### src/rtl/uart_rx_deser_if.sv
// ----------------------------------------------------------------
// uart_rx_deser_if: received-byte handshake and error-pulse bundle
// Revision: 1.0
// ----------------------------------------------------------------
`default_nettype none
`timescale 1ns/1ps

interface uart_rx_deser_if;
  logic [7:0] d_rx;
  logic       valid;
  logic       ready;
  logic       frame_err;
  logic       overrun;

  modport master (
    output d_rx,
    output valid,
    output frame_err,
    output overrun,
    input  ready
  );

  modport slave (
    input  d_rx,
    input  valid,
    input  frame_err,
    input  overrun,
    output ready
  );
endinterface

`default_nettype wire

### src/rtl/uart_rx_deser.sv
// ----------------------------------------------------------------
// uart_rx_deser: 8N1 UART receiver, mid-bit sampling, 1-entry holding register
// Revision: 1.0
// ----------------------------------------------------------------
`default_nettype none
`timescale 1ns/1ps

module uart_rx_deser #(
  parameter int CLKS_PER_BIT = 16
) (
  input  logic            clk,
  input  logic            rst,
  input  logic            rxd,
  uart_rx_deser_if.master rx_if
);

  localparam int              CW        = (CLKS_PER_BIT > 1) ? $clog2(CLKS_PER_BIT) : 1;
  localparam logic [CW-1:0]   c_half_m1 = CW'(CLKS_PER_BIT / 2 - 1);
  localparam logic [CW-1:0]   c_last    = CW'(CLKS_PER_BIT - 1);

  typedef enum logic [2:0] {
    IDLE      = 3'd0,
    START     = 3'd1,
    DATA      = 3'd2,
    STOP      = 3'd3,
    WAIT_HIGH = 3'd4
  } state_t;

  logic [1:0]    r_sync;
  logic          w_rxd_s;

  state_t        r_state, w_state_nxt;
  logic [CW-1:0] r_cnt, w_cnt_nxt;
  logic [2:0]    r_bit, w_bit_nxt;
  logic [7:0]    r_shreg, w_shreg_nxt;
  logic          w_deliver;
  logic          w_ferr;

  logic [7:0]    r_d_rx;
  logic          r_valid;
  logic          r_frame_err;
  logic          r_overrun;

  // Two-flop synchronizer; resets to the idle line level so reset never looks like a start.
  always_ff @(posedge clk) begin
    if (rst) begin
      r_sync <= 2'b11;
    end else begin
      r_sync <= {r_sync[0], rxd};
    end
  end

  assign w_rxd_s = r_sync[1];

  always_ff @(posedge clk) begin
    if (rst) begin
      r_state <= IDLE;
      r_cnt   <= '0;
      r_bit   <= '0;
      r_shreg <= '0;
    end else begin
      r_state <= w_state_nxt;
      r_cnt   <= w_cnt_nxt;
      r_bit   <= w_bit_nxt;
      r_shreg <= w_shreg_nxt;
    end
  end

  always_comb begin
    w_state_nxt = r_state;
    w_cnt_nxt   = '0;
    w_bit_nxt   = r_bit;
    w_shreg_nxt = r_shreg;
    w_deliver   = 1'b0;
    w_ferr      = 1'b0;

    case (r_state)
      IDLE: begin
        if (!w_rxd_s) begin
          w_state_nxt = START;
        end
      end

      START: begin
        w_cnt_nxt = r_cnt + 1'b1;
        if (r_cnt == c_half_m1) begin
          w_cnt_nxt = '0;
          if (!w_rxd_s) begin
            w_bit_nxt   = 3'd0;
            w_state_nxt = DATA;
          end else begin
            w_state_nxt = IDLE;
          end
        end
      end

      DATA: begin
        w_cnt_nxt = r_cnt + 1'b1;
        if (r_cnt == c_last) begin
          w_cnt_nxt   = '0;
          w_shreg_nxt = {w_rxd_s, r_shreg[7:1]};
          w_bit_nxt   = r_bit + 3'd1;
          if (r_bit == 3'd7) begin
            w_state_nxt = STOP;
          end
        end
      end

      STOP: begin
        w_cnt_nxt = r_cnt + 1'b1;
        if (r_cnt == c_last) begin
          w_cnt_nxt = '0;
          if (w_rxd_s) begin
            w_deliver   = 1'b1;
            w_state_nxt = IDLE;
          end else begin
            w_ferr      = 1'b1;
            w_state_nxt = WAIT_HIGH;
          end
        end
      end

      WAIT_HIGH: begin
        if (w_rxd_s) begin
          w_state_nxt = IDLE;
        end
      end

      default: begin
        w_state_nxt = IDLE;
      end
    endcase
  end

  // A new byte may replace the held one only if the consumer takes the old one that same cycle.
  always_ff @(posedge clk) begin
    if (rst) begin
      r_d_rx      <= 8'h00;
      r_valid     <= 1'b0;
      r_frame_err <= 1'b0;
      r_overrun   <= 1'b0;
    end else begin
      r_frame_err <= w_ferr;
      r_overrun   <= w_deliver & r_valid & ~rx_if.ready;
      if (w_deliver && (!r_valid || rx_if.ready)) begin
        r_d_rx  <= r_shreg;
        r_valid <= 1'b1;
      end else if (r_valid && rx_if.ready) begin
        r_valid <= 1'b0;
      end
    end
  end

  assign rx_if.d_rx      = r_d_rx;
  assign rx_if.valid     = r_valid;
  assign rx_if.frame_err = r_frame_err;
  assign rx_if.overrun   = r_overrun;

endmodule

`default_nettype wire

### src/flat_wrapper.sv
// flat-port wrapper written by rule: the top's interface ports become plain ports
module uart_rx_deser_flat 
#(
  parameter int CLKS_PER_BIT = 16
)
  (clk, rst, rxd, rx_if_d_rx, rx_if_valid, rx_if_frame_err, rx_if_overrun, rx_if_ready);
  uart_rx_deser_if rx_if_i ();
  input  logic clk;
  input  logic rst;
  input  logic rxd;
  output wire logic [$bits(rx_if_i.d_rx)-1:0] rx_if_d_rx;
  output wire logic [$bits(rx_if_i.valid)-1:0] rx_if_valid;
  output wire logic [$bits(rx_if_i.frame_err)-1:0] rx_if_frame_err;
  output wire logic [$bits(rx_if_i.overrun)-1:0] rx_if_overrun;
  input wire logic [$bits(rx_if_i.ready)-1:0] rx_if_ready;
  assign rx_if_d_rx = rx_if_i.d_rx;
  assign rx_if_valid = rx_if_i.valid;
  assign rx_if_frame_err = rx_if_i.frame_err;
  assign rx_if_overrun = rx_if_i.overrun;
  assign rx_if_i.ready = rx_if_ready;
  uart_rx_deser #(.CLKS_PER_BIT(CLKS_PER_BIT)) u_core (.clk(clk), .rst(rst), .rxd(rxd), .rx_if(rx_if_i));
endmodule
### config.mk
export PLATFORM = sky130hd
export DESIGN_NAME = uart_rx_deser_flat
export DESIGN_NICKNAME = d
export VERILOG_FILES = /design/src/rtl/uart_rx_deser_if.sv /design/src/rtl/uart_rx_deser.sv /design/src/flat_wrapper.sv
export SDC_FILE = /design/constraint.sdc
export NUM_CORES = 1
export LEC_CHECK = 0
export BUFFER_PORTS_ARGS = -buffer_cell sky130_fd_sc_hd__buf_2
export CAP_MARGIN = 20
export CORE_ASPECT_RATIO = 0.9
export CORE_MARGIN = 2
export CORE_UTILIZATION = 56
export CTS_CLUSTER_DIAMETER = 120
export DETAILED_ROUTE_END_ITERATION = 8
export PLACE_DENSITY = 0.77
export SLEW_MARGIN = 40
export SYNTH_ARGS = -nofsm -noshare
export SYNTH_HDL_FRONTEND = slang
export SYNTH_SLANG_ARGS = --single-unit
### constraint.sdc
create_clock -name clk -period 2 [get_ports clk]
set_clock_uncertainty 0.15 [all_clocks]
set_input_delay 0.2 -clock clk [delete_from_list [all_inputs] [get_ports clk]]
set_output_delay 0.2 -clock clk [all_outputs]
set_load 0.05 [all_outputs]
======== Yosys cells after proc, flatten, opt, wreduce, memory -nomap -nowiden ========
Index checks and enable logic that the tools add are counted.
word-level totals
  logic and storage cells ................. 64
  bits of input ports ..................... 4
  bits in registers ....................... 31
cells by class
  bitwise logic cells ..................... 5
  multiplexer cells ....................... 22
  reduce and logical (&&, ||, !) cells .... 12
  eq/ne operators ......................... 14
  add/subtract/negate cells ............... 2
operator list
  operator                                        count
  two-way mux 3 bit                               10
  one-hot mux 3 bit (5 select lines)              1
  != test 2 x 1 -> 1 bit (second input constant)  5
  two-way mux 4 bit                               2
  one-hot mux 4 bit (2 select lines)              1
  == test 3 x 2 -> 1 bit (second input constant)  2
  == test 3 bit (second input constant)           2
  two-way mux 1 bit                               6
  one-hot mux 3 bit (2 select lines)              1
  AND reduction 6 bit                             1
  adder 4 x 1 -> 4 bit (second input constant)    1
  == test 4 x 3 -> 1 bit (second input constant)  1
  == test 4 bit (second input constant)           1
  != test 2 bit (second input constant)           2
  AND reduction 4 bit                             1
  nonzero test 2 bit                              2
  adder 3 x 1 -> 3 bit (second input constant)    1
  == test 3 x 1 -> 1 bit (second input constant)  1
  logical NOT 3 bit                               1
  inverter 1 bit                                  3
  OR reduction 3 bit                              1
  AND 1 bit                                       2
  logical AND 1 bit                               2
  two-way mux 2 bit                               1
  4 further kinds                                 4

======== Longest topological paths before layout ========
Gate-level depths: netlist of run 1.
  depth after elaboration ................. 5
  depth in mapped cells ................... 5
  mapped depth without buffers ............ 5

======== Least setup slack after synthesis of run 1 ========
OpenSTA, ideal clock, no wires.
  path type ............................... flip-flop to flip-flop
  start point ............................. register u_core.r_cnt[0]
  end point ............................... register u_core.r_d_rx[0] (netlist: u_core.rx_if.d_rx[0])
  arrival ................................. 1.315 ns
  cell stages (with the launch flop) ...... 6
  slack ................................... 0.464 ns
  path buffers ............................ 1
  period minus slack after synthesis ...... 1.536 ns
  cell sequence ........................... dfxtp_1 > ha_1 > nand4_1 > nor3b_1 > buf_2 > mux2i_1
between the ends
  word-level cells in the longest chain between the ends .. 4
RTL lines
  element                   line                  text
  start: declaration        uart_rx_deser.sv:33   logic [CW-1:0] r_cnt, w_cnt_nxt;
  start signal: assignment  uart_rx_deser.sv:63   r_cnt <= w_cnt_nxt;
  == test 4 bit             uart_rx_deser.sv:111  if (r_cnt == c_last) begin
  two-way mux 1 bit         uart_rx_deser.sv:111
  two-way mux 1 bit         uart_rx_deser.sv:77   case (r_state)
  logical AND 1 bit         uart_rx_deser.sv:145  if (w_deliver && (!r_valid || rx_if.ready)) begin
  end signal: assignment    uart_rx_deser.sv:146  r_d_rx <= r_shreg;
  end: declaration          uart_rx_deser.sv:39   logic [7:0] r_d_rx;
No other way between the ends.
A chain may end at the register's enable or synchronous reset.

======== Worst setup path in the final report of run 1 ========
  start point ............................. register u_core.r_cnt[0]
  end point ............................... register u_core.r_bit[1]
between the ends
  word-level cells in the longest chain between the ends .. 3
RTL lines
  element                                                         line                                      text
  == test 4 bit / == test 4 x 3 -> 1 bit (equally long branches)  uart_rx_deser.sv:99, uart_rx_deser.sv:86
  != test 2 x 1 -> 1 bit (no source line)                         --
  AND reduction 4 bit (no source line) (*)                        --
  end signal: assignment                                          uart_rx_deser.sv:64                       r_bit <= w_bit_nxt;
  end: declaration                                                uart_rx_deser.sv:34                       logic [2:0] r_bit, w_bit_nxt;
Mark *: on every way between the ends. The rest lies on a longest branch, timed or not.

==> results_dict.tcl, run 1 <==
set metrics [dict create \
    fin_nets 165 \
    clock_latency_ns 0.33 \
    power_uw 1160 \
    worstSetupStartpointType "flop" \
    drv_slew 0 \
    drive_gt1_share_pct 18.9 \
    vias 1058 \
    ir_worst_vdd_v 0.000604 \
    track_usage_pct 19.3 \
    maxSlewHeadroom_pct 61.7 \
    syn_to_final_growth_pct 10.6 \
    critPathMaxStageDelay_ns 0.49 \
    status "finished, final reports clean" \
    dp_hpwl_um 1650 \
    critPathBufInv 0 \
    p_leak_uw 0.000528 \
    fin_crit_sh_pct 88.6 \
    dieArea_um2 2890 \
    fmax_mhz 564 \
    numPortBuffers 14 \
    yosysTopAreaCellShare_pct 44.8 \
    final-setup-viol-count 0 \
    ys_warn_count 0 \
    synthArstFlopShare_pct 0 \
    yosys-top-cells-area "dfxtp_1 (45%), nand2b_1 (8.6%), mux2i_1 (5.8%), a21oi_1 (4.0%), nand3_1 (3.6%)" \
    cts_resized 0 \
    fill_cells 208 \
    core_um2 2400 \
    place.gp.congestion 0.762 \
    cp_top_family "simple AND/OR/NAND/NOR gates" \
    drtAntennaViolNets 0 \
    syn_area_per_cell_um2 9.48 \
    max_cap_violations 0 \
    tns_ns 0 \
    num_rows 17 \
    dieWidth_um 56.4 \
    first_global_vias 950 \
    ys_seq_area_share_pct 44.8 \
    num_io_pins 15 \
    post_cts.repair.setup_buffers 0 \
    cp_max_fo 13 \
    syn_nets 153 \
    cts_buffers 5 \
    critical-path-slowest-cell "and3_1" \
    initial_core_util_pct 57.6 \
    grt_max_degree 42 \
    viasPerCell 5.66 \
    grt_pass1_wl_um 4220 \
    synth_area_um2 1380 \
    grt-ovfl-total 0 \
    hp-class "in2reg" \
    synth_edf_count 0 \
    synth_ff_type "dfxtp_1" \
    cp-end-kind "flop" \
    syn_inst 146 \
    required_ns 2.08 \
    first_pass_iters 4 \
    crit_type "reg2reg" \
    crit_arrival_ns 1.85 \
    tritoncts "done" \
    cts_sinks 31 \
    drt-total-wl_um 2390 \
    wl_per_cell_um 12.8 \
    drt-initial-drc-count 27 \
    n_antenna_cell 0 \
    h-tree-depth 2 \
    fin_cells 187 \
    rsz0062_at_grt "no" \
    cts-root-buf "clkbuf_4" \
    hold_viol_final 0 \
    worstMarginPinSlew_ns 0.574 \
    die_h_um 51.2 \
    synth-seq-cells 31 \
    route.detailed.drc 0 \
    min_period_ns 1.77 \
    antenna_found_initial 0 \
    power.density_nw_per_um2 760 \
    cp_cell_sequence "ha_1 -> and3_1 -> nand2_1 -> o32ai_1" \
    cts_buffer_depth 2 \
    dp_cells 178 \
    synth_area_leader_cell "dfxtp_1" \
    synth.distinct_cells 43 \
    path_clk_slew_ns 0.09 \
]
## worst paths after layout
check	start	endpoint	slack (ns)	cells past startpoint
hold reg to reg	u_core.r_sync[0]	u_core.r_sync[1]	0.28	1
setup reg to reg	u_core.r_cnt[0]	u_core.r_bit[1]	0.23	4
setup / recovery	u_core.r_cnt[0]	u_core.r_bit[1]	0.23	4
hold / removal	rx_if_ready	u_core.rx_if.overrun	0.02	3
## cells in the final DEF, fill, tap and decap left out, types with 4 or more instances in the layout
| master | instances |
|---|---|
| nand3_1 | 10 |
| mux2i_1 | 8 |
| dfxtp_1 | 31 |
| nor2_1 | 4 |
| a21oi_1 | 11 |
| nand2b_1 | 19 |
| buf_2 | 14 |
| clkbuf_4 | 5 |
| o21ai_0 | 5 |
## where the power goes
| group | internal, uW | total, uW | switching [uW] | leakage [uW] |
|---|---|---|---|---|
| Clock | 295 | 507 | 212 | 0.0000482 |
| Combinational | 14.9 | 29.5 | 14.6 | 0.000229 |
| Sequential | 621 | 626 | 5.38 | 0.000250 |
| Total | 931 | 1160 | 232 | 0.000528 |
## per-layer routing
metal  vias up  part of all wire (%)  track usage [%]
met5         -                     0                0
met4         0                   1.7             7.54
met3         6                   7.2             7.59
met2        34                    44             29.0
met1       478                    47             25.0
li1        540                     -                -
## per-stage QoR
stage                     hold slack [ns]  util [%]  setup slack [ns]  instance area, um2
after floorplan                     0.154         -             0.464                1380
after global placement              0.235      59.7             0.337                1430
after detailed placement            0.234      59.7             0.243                1430
after CTS                          0.0232      63.7             0.222                1530
after global routing               0.0273      63.7            0.0534                1530
final                              0.0235      63.7             0.228                1530
## cell usage after synthesis, types with 2 or more instances
cell type / count
dfxtp_1: 31
nand2b_1: 19
a21oi_1: 11
nand3_1: 10
mux2i_1: 8
o21ai_0: 5
buf_2: 4
nor2_1: 4
ha_1: 3
inv_1: 3
nand2_1: 3
nand3b_1: 3
nor4_1: 3
o21ai_1: 3
a32oi_1: 2
buf_4: 2
clkbuf_1: 2
nor3_1: 2
nor3b_1: 2
o32ai_1: 2
or2_2: 2
## timing repair
item	in CTS	in global routing
hold buffers	1	0
endpoints found under the hold margin	1	0
setup endpoints to repair	0	0
## cells by family after synthesis
family	count (synthesis)	share of synthesized area, %
AO/OA/AOI/OAI	28	12.7
AND/OR/NAND/NOR	60	27.4
buffers and inverters	14	5.33
adder cells (fa/ha/maj)	3	2.71
flip-flops	31	44.8
multiplexers	8	5.79
XOR/XNOR	2	1.27
## worst register-to-register path: cells and delay by family (launching register included)
| kind | cells | cell delay (ns) |
|---|---|---|
| AO/OA/AOI/OAI | 1 | 0.28 |
| AND/OR/NAND/NOR | 2 | 0.62 |
| adder cells (fa/ha/maj) | 1 | 0.27 |
| flip-flops | 1 | 0.36 |
## flip-flops by register name (all words and copies together) (netlist names)
name and count:
u_core.rx_if.valid 1, u_core.r_sync 2, u_core.rx_if.frame_err 1, u_core.r_state 3, u_core.rx_if.overrun 1, u_core.r_shreg 8
u_core.rx_if.d_rx 8, u_core.r_cnt 4, u_core.r_bit 3
## cell type report
type                            count  area, um2  share of cell area (%)
Clock buffer                        6       51.3                    3.35
Clock inverter                      2       35.0                    2.29
Inverter                            3       11.3                   0.736
Multi-Input combinational cell    101        689                    45.1
Sequential cell                    31        621                    40.6
Tap cell                           28       35.0                    2.29
Timing Repair Buffer               16       87.6                    5.72
No activity file was read; power rests on OpenSTA's default activity.
==> run 2, diff against run 1 <==
--- a/config.mk
+++ b/config.mk
@@ -9,10 +9,10 @@
 export CAP_MARGIN = 20
 export CORE_ASPECT_RATIO = 0.9
 export CORE_MARGIN = 2
-export CORE_UTILIZATION = 56
+export CORE_UTILIZATION = 51
 export CTS_CLUSTER_DIAMETER = 120
 export DETAILED_ROUTE_END_ITERATION = 8
-export PLACE_DENSITY = 0.77
+export PLACE_DENSITY = 0.74
 export SLEW_MARGIN = 40
 export SYNTH_ARGS = -nofsm -noshare
 export SYNTH_HDL_FRONTEND = slang
==> constraint.sdc (replaced) <==
create_clock -name clk -period 1.5 [get_ports clk]
set_clock_uncertainty 0.15 [all_clocks]
set_input_delay 0.15 -clock clk [delete_from_list [all_inputs] [get_ports clk]]
set_output_delay 0.15 -clock clk [all_outputs]
set_load 0.05 [all_outputs]
==> results_dict.tcl, run 2 (synthesized netlist as in run 1, its figures left out) <==
set metrics [dict create \
    final_common_cell "dfxtp_1" \
    cts_buffers 5 \
    n_antenna_cell 0 \
    dieWidth_um 58.9 \
    status "complete, but fails checks" \
    final-setup-viol-count 8 \
    num_io_pins 15 \
    final_util_pct 69.7 \
    worstMarginPinSlew_ns 0.606 \
    numPortBuffers 14 \
    vias 1154 \
    drt-initial-drc-count 44 \
    route.detailed.drc 2 \
    hold_viol_final 0 \
    max_cap_violations 0 \
    dieArea_um2 3150 \
    cts_sinks 31 \
    setup_slack_ns -0.0732 \
    fin_nets 186 \
    antenna_found_initial 0 \
    maxSlewHeadroom_pct 59.6 \
    dp_cells 196 \
    ir_worst_vdd_v 0.000759 \
    p_leak_uw 0.000643 \
    cts_buffer_depth 2 \
    rsz0062_at_grt "yes" \
    fin_cells 208 \
    path_clk_slew_ns 0.09 \
    cp_max_fo 4 \
    fin_crit_sh_pct 105 \
    power.density_nw_per_um2 891 \
    grt_max_degree 42 \
    first_global_vias 1034 \
    first_pass_iters 6 \
    fmax_mhz 636 \
    drtAntennaViolNets 0 \
    wl_per_cell_um 13.9 \
    min_period_ns 1.57 \
    die_h_um 53.4 \
    drive_gt1_share_pct 33.9 \
    pre_cts_ws_ns -0.186 \
    cts-root-buf "clkbuf_4" \
    track_usage_pct 20.7 \
    syn_to_final_growth_pct 26.4 \
    dp_hpwl_um 1980 \
    crit_type "reg2reg" \
    h-tree-depth 2 \
    power_uw 1560 \
    core_um2 2510 \
    drv_slew 0 \
    hp-class "in2reg" \
    crit_arrival_ns 1.67 \
    grt-ovfl-total 0 \
    viasPerCell 5.55 \
    cp-end-kind "flop" \
    num_rows 17 \
    clock_latency_ns 0.32 \
    worstSetupStartpointType "flop" \
    grt_pass1_wl_um 4640 \
    initial_core_util_pct 55.1 \
    required_ns 1.60 \
    drt-total-wl_um 2890 \
    tritoncts "done" \
    fill_cells 193 \
    holdWs_ns 0.197 \
    failed_checks "design-rule violations, negative setup slack" \
    final_cell_mix "dfxtp_1 (26), nand2b_1 (19), buf_4 (18)" \
    place.gp.congestion 0.816 \
]
run 2: final timing paths:
kind	from	to	slack, ns	cells after the start
worst max-delay path	u_core.r_state[1]	u_core.r_state[1]	-0.07	3
worst min-delay path	rst	u_core.r_state[1]	0.20	2
worst max register to register	u_core.r_state[1]	u_core.r_state[1]	-0.07	3
worst min register to register	u_core.r_sync[0]	u_core.r_sync[1]	0.27	1
run 2: cell type report:
type	instances	area, um2	area share [%]
Multi-Input combinational cell	101	731	41.8
Sequential cell	31	627	35.8
Inverter	3	11.3	0.644
Timing Repair Buffer	37	259	14.8
Tap cell	28	35.0	2.00
Clock buffer	6	51.3	2.93
Clock inverter	2	35.0	2.00
run 2: metal layers:
metal / global-route usage [%] / share of wire [%] / vias up
li1: - / - / 584
met1: 23.2 / 44 / 541
met2: 34.4 / 50 / 27
met3: 8.07 / 4.9 / 2
met4: 9.85 / 0.73 / 0
met5: 0 / 0 / -
run 2: critical path, cell delays in order (launching register included):
cell     delay [ns]
dfxtp_2        0.34
or4b_4         0.56
or3_4          0.34
a21oi_2        0.11
run 2: what timing repair did:
item                                    4_1_cts  5_1_grt
endpoints found under the hold margin         2        0
pin swaps                                     4        4
setup buffers                                 0        2
hold buffers                                  2        0
gates resized for setup                      12       10
endpoints found under the setup margin       22       19
run 2: report_power, final:
part           switching, uW  internal (uW)  total (uW)
clock network            274            394         668
registers               3.79            828         832
logic                   28.1           30.7        58.8
run 2: metrics by stage:
stage,instance area [um2],TNS [ns]
3_3_place_gp,1570,-0.429
5_1_grt,1750,-1.16
2_1_floorplan,1390,0
6_report,1750,-0.291
3_5_place_dp,1570,-2.17
4_1_cts,1720,-0.397
